==> src/rtl/denorm_shift.sv <==
// -----------------------------------------------------------------------------
// denorm_shift
//
// Purpose:
//   Sequential inverse of the leading-zero counter. A left-normalized 16-bit
//   mantissa and its 5-bit shift count come in. The mantissa is shifted back
//   to the right by up to STEP bits per clock, which restores its fixed-point
//   magnitude. The block sits between normalize-and-lookup and the fixed-point
//   consumers in the reciprocal/distance path.
//
// Parameters:
//   STEP     max bits shifted per clock (1, 2, 4 or 8; other values fail
//            elaboration)
//
// Optional feature (compile-time macro):
//   DENORM_ROUND_EN  when defined, the last bit shifted out (guard) is added
//                    to the result on completion (round half up). When it is
//                    undefined, the result is plain truncation.
//
// Ports:
//   clk      in   1   system clock, rising edge
//   reset_n  in   1   synchronous active-low reset
//   i_data   in  16   normalized mantissa
//   i_cnt    in   5   right-shift amount (0..16; 17..31 clamp to 16)
//   i_valid  in   1   request valid
//   o_ready  out  1   block idle and able to accept a request
//   o_data   out 16   denormalized result (registered)
//   o_valid  out  1   o_data valid
//   i_ready  in   1   downstream accepts o_data
//   o_busy   out  1   request in flight (SHIFT or DONE)
//
// Handshake:
//   Input side: a request transfers on a rising edge where i_valid && o_ready.
//     o_ready is high only in IDLE. The requester holds i_valid/i_data/i_cnt
//     until that edge. i_valid outside IDLE is ignored.
//   Output side: the result transfers on a rising edge where o_valid && i_ready.
//     o_data and o_valid stay stable until that edge, and the block then
//     returns to IDLE. It never re-accepts on the same edge.
//   The FSM state can be observed directly on the outputs:
//     IDLE  = o_ready
//     SHIFT = o_busy && !o_valid
//     DONE  = o_valid
// -----------------------------------------------------------------------------
module denorm_shift #(
    parameter int STEP = 1
) (
    input  logic        clk,
    input  logic        reset_n,
    input  logic [15:0] i_data,
    input  logic [4:0]  i_cnt,
    input  logic        i_valid,
    output logic        o_ready,
    output logic [15:0] o_data,
    output logic        o_valid,
    input  logic        i_ready,
    output logic        o_busy
);

    if (STEP != 1 && STEP != 2 && STEP != 4 && STEP != 8) begin : g_bad_step
        $error("denorm_shift: STEP must be 1, 2, 4 or 8");
    end

    localparam logic [4:0] STEP_W   = 5'(STEP);
    localparam logic [4:0] CNT_FULL = 5'd16;

    typedef enum logic [1:0] {
        IDLE  = 2'd0,
        SHIFT = 2'd1,
        DONE  = 2'd2
    } state_t;

    state_t      state_q;
    state_t      state_d;

    logic [15:0] data_q;        // working shift register
    logic [4:0]  rem_q;         // bits still to shift
    logic [15:0] o_data_q;      // output register, written only on SHIFT->DONE

    logic [4:0]  step_amt;
    logic [15:0] data_shifted;
    logic [4:0]  rem_next;
    logic [15:0] result;

    // Per-cycle shift amount: s = min(STEP, rem).
    always_comb begin
        step_amt     = (rem_q < STEP_W) ? rem_q : STEP_W;
        data_shifted = data_q >> step_amt;
        rem_next     = rem_q - step_amt;
    end

`ifdef DENORM_ROUND_EN
    logic       guard_q;
    logic       guard_next;
    logic [3:0] guard_idx;

    // The guard is the MSB of the bits dropped this cycle, at position s-1.
    // s never exceeds 8, so a 4-bit index covers it. When s == 0, the previous
    // guard is kept. That previous guard is 0 after accept, which covers cnt=0.
    always_comb begin
        guard_idx  = 4'(step_amt - 5'd1);
        guard_next = (step_amt != 5'd0) ? data_q[guard_idx] : guard_q;
        // Any shift of 1 or more leaves at most 0x7FFF, so this cannot overflow.
        result     = data_shifted + {15'd0, guard_next};
    end

    always_ff @(posedge clk) begin
        if (!reset_n) begin
            guard_q <= 1'b0;
        end else if (state_q == IDLE && i_valid) begin
            guard_q <= 1'b0;
        end else if (state_q == SHIFT) begin
            guard_q <= guard_next;
        end
    end
`else
    always_comb begin
        result = data_shifted;
    end
`endif

    // State register.
    always_ff @(posedge clk) begin
        if (!reset_n) begin
            state_q <= IDLE;
        end else begin
            state_q <= state_d;
        end
    end

    // Next-state logic.
    always_comb begin
        state_d = state_q;
        case (state_q)
            IDLE:    if (i_valid)           state_d = SHIFT;
            SHIFT:   if (rem_next == 5'd0)  state_d = DONE;
            DONE:    if (i_ready)           state_d = IDLE;
            default:                        state_d = IDLE;
        endcase
    end

    // Datapath.
    always_ff @(posedge clk) begin
        if (!reset_n) begin
            data_q   <= 16'd0;
            rem_q    <= 5'd0;
            o_data_q <= 16'd0;
        end else begin
            case (state_q)
                IDLE: begin
                    if (i_valid) begin
                        // A count above 16 shifts the input fully out. Loading
                        // zero gives the same truncated result (0) and also
                        // makes the guard bit 0 for that case.
                        data_q <= (i_cnt > CNT_FULL) ? 16'd0 : i_data;
                        rem_q  <= (i_cnt > CNT_FULL) ? CNT_FULL : i_cnt;
                    end
                end
                SHIFT: begin
                    data_q <= data_shifted;
                    rem_q  <= rem_next;
                    if (rem_next == 5'd0) begin
                        o_data_q <= result;
                    end
                end
                default: begin
                end
            endcase
        end
    end

    assign o_ready = (state_q == IDLE);
    assign o_busy  = (state_q != IDLE);
    assign o_valid = (state_q == DONE);
    assign o_data  = o_data_q;

endmodule

==> config.mk <==
export PLATFORM = sky130hd
export DESIGN_NAME = denorm_shift
export DESIGN_NICKNAME = d
export VERILOG_FILES = /design/src/rtl/denorm_shift.sv
export SDC_FILE = /design/constraint.sdc
export NUM_CORES = 1
export LEC_CHECK = 0
export BUFFER_PORTS_ARGS = -buffer_cell sky130_fd_sc_hd__buf_2
export CAP_MARGIN = 20
export CORE_MARGIN = 1.5
export CORE_UTILIZATION = 48
export DETAILED_ROUTE_END_ITERATION = 8
export HOLD_SLACK_MARGIN = 0.05
export PLACE_DENSITY = 0.75
export SETUP_SLACK_MARGIN = 0.2
export SYNTH_ARGS = -nofsm -noshare
export SYNTH_HDL_FRONTEND = slang
export SYNTH_SLANG_ARGS = --single-unit
export TNS_END_PERCENT = 50
==> constraint.sdc <==
create_clock -name clk -period 2 [get_ports clk]
set_input_delay 0.2 -clock clk [delete_from_list [all_inputs] [get_ports clk]]
set_output_delay 0.2 -clock clk [all_outputs]
set_load 0.01 [all_outputs]
==> impl_metrics.toml <==
[placed_design]
place_ws_ns = -0.0168
io_buffers = 43
routabilityCongestion = 0.893
dpl.cell_count = 287
hpwlAfterDp_um = 3090

[clock_network]
root_buffer = "clkbuf_8"
htree_num_levels = 2
cts_buffer_depth = 2
clk_pin_slew_ns = 0.08
numCtsBuffers = 5
cts.sinks = 39
cts_tree = "done"
clk_latency_ns = 0.30

[drt]
ant_nets = 0
drt_wl_total_um = 4780
first_iter_violations = 155
drc = 0
routed_via_density = 5.90
drtPass1Iterations = 7
routedWlPerCell_um = 15.9
num_vias = 1776

[cells_and_area]
nets = 278
drive_gt1_frac = 0.352
final_cells = 301
utilization = 0.638
syn_to_final_growth_pct = 26.7
antenna_cells = 0

[pwr]
leakage_nw = 1.01
pwr_density_cell_nw_per_um2 = 1120
vdd_drop_max_uv = 595

[floorplan]
die_h_um = 65.4
coreArea_sq_um = 3720
die_w_um = 65.4
pin_count = 44
fp-row-count = 22
die_area_sq_um = 4280
start_util = 0.504

[status]
status = "complete, but fails checks"
violations = "setup timing"

[yosys]
synth_area_sq_um = 1870
ys_ff_latch = 39
synth_top_cell_area_share = 0.417
seq_area_frac_synth = 0.417
synth_mux_area_frac = 0.0909
syn_inst = 198
yosys-top-cells-area = "dfxtp_1, mux2i_1, a222oi_1, o311ai_0, nor2_1"
synth_flop_cell = "dfxtp_1"
synth_top_family_by_area = "compound AO/OA/AOI/OAI gates"
postSynthAreaPerCell_sq_um = 9.45
syn_nets = 224
synth_xor_area_frac = 0
ys_warn_count = 0
synth_top_cell_by_area = "dfxtp_1"
yosys.area_share.adder = 0.00668
synth-edff-count = 0
yosys.area_share.simple = 0.132
async_reset_ff_frac = 0
synthDistinctLibCells = 44
synth_compound_area_frac = 0.287

[global_routing]
grt_max_degree = 22
grt_pass1_vias = 1598
gr-total-overflow = 0
antenna_found_initial = 0
grt_util_all_layers = 0.233
grt_pass1_wl_um = 7640

[worst_setup_path]
end_kind = "flop"
crit_path_start_kind = "flop"
path_max_fanout = 8
arrival_ns = 2.24
crit_type = "reg2reg"
required_ns = 2.23

[timing]
slew_headroom = 0.769
hold_violations = 0
fmax_ghz = 0.499
drv_slew = 0
layout_min_cycle_time_ns = 2.00
setup_viol = 4
finClkSkew_ns = 0.00555
fin_crit_sh = 1.00
rsz0062_at_grt = "true"
worst_pin_slew_ns = 0.346
fin_ws_ns = -0.00244

[hold_path]
worstHoldPathType = "in2reg"

[job]
maxCapViolCount = 0
[layer usage]
| layer | track usage | wire [um] |
|---|---|---|
| met3 | 0.0497 | 284 |
| met2 | 0.375 | 2220 |
| met4 | 0.0781 | 48 |
| met1 | 0.311 | 2230 |
| met5 | 0 | 0 |
[placed cells by master (no fill, tap or decap), drive strengths merged]
cell type	count
buf	66
dfxtp	39
nor2	23
o21ai	19
mux2i	17
a222oi	16
o311ai	15
clkbuf	7
inv	5
a21oi	5
nand2	5
nor2b	3
or4	3
nand2b	2
nand3	2
o21a	2
nor4	2
a211oi	2
or2	1
a21o	1
o21bai	1
a31o	1
o41ai	1
and3	1
o31a	1
a31oi	1
o22a	1
a221oi	1
and2	1
and4bb	1
and3b	1
or3	1
nor3	1
a22oi	1
or2b	1
o211a	1
ha	1
clkinv	1
[cell type report]
cell class / count / area (sq um)
tap: 48 / 60.1
multi-input combinational: 135 / 1020
fill: 333 / 1340
timing repair buffer: 66 / 403
clock buffer: 7 / 76.3
inverter: 5 / 18.8
clock inverter: 1 / 5.00
sequential: 39 / 786
[what timing repair did]
action	CTS	global route
hold buffers	0	0
buffers inserted	2	1
setup endpoints to repair	18	34
cloned	1	2
pin swaps	3	8
gates resized for setup	13	9
hold endpoints to repair	0	0
[final timing paths]
path                            cells after the start  slack [ns]        from          to
worst max-delay path                                6      -0.002    rem_q[1]   o_data[2]
worst min-delay path                                3        0.14  i_data[15]  data_q[15]
worst max register to register                      6      -0.002    rem_q[1]   o_data[2]
worst min register to register                      2        0.46  o_data[15]  o_data[15]
[through the flow]
step                hold slack (ns)  setup TNS, ns  power, mW  instance area, sq um
global placement              0.439              0       1.97                  2210
CTS                           0.138              0       2.56                  2330
global route                  0.154         -0.776       2.81                  2370
floorplan                     0.348          -1.57       1.71                  1910
detailed placement            0.444        -0.0570       1.98                  2210
finish                        0.138       -0.00643       2.67                  2370
[cells by family after synthesis]
kind of cell    count (synthesis)
flops                          39
buf+inv                        25
mux                            17
simple gates                   47
compound gates                 69
fa+ha+maj                       1
[synthesized netlist by cell type, drive strengths merged (2+ instances only)]
cell,count
o21ai,19
nor2b,3
nand3,2
a211oi,2
buf,9
or4,2
a21oi,5
nand2b,2
a222oi,16
inv,5
nor2,23
o311ai,15
o21a,2
nand2,5
mux2i,17
clkbuf,11
nor4,2
dfxtp,39
[registers in the layout (all words and copies together) (netlist names)]
name / count
rem_q: 5
data_q: 16
state_q: 2
o_data: 16
[where the power goes]
group / internal [mW] / switching [mW]
clock: 0.245 / 0.273
sequential: 0.840 / 0.0576
combinational: 0.566 / 0.687
[worst max-delay path, stage by stage, from the launching register on]
cell and delay [ns]:
dfxtp_2 0.36, nor2_4 0.05, a21o_1 0.21, ha_4 0.25, or3_4 0.36, or4_4 0.56
o21ai_1 0.15
Power figures use the tool's default switching activity.
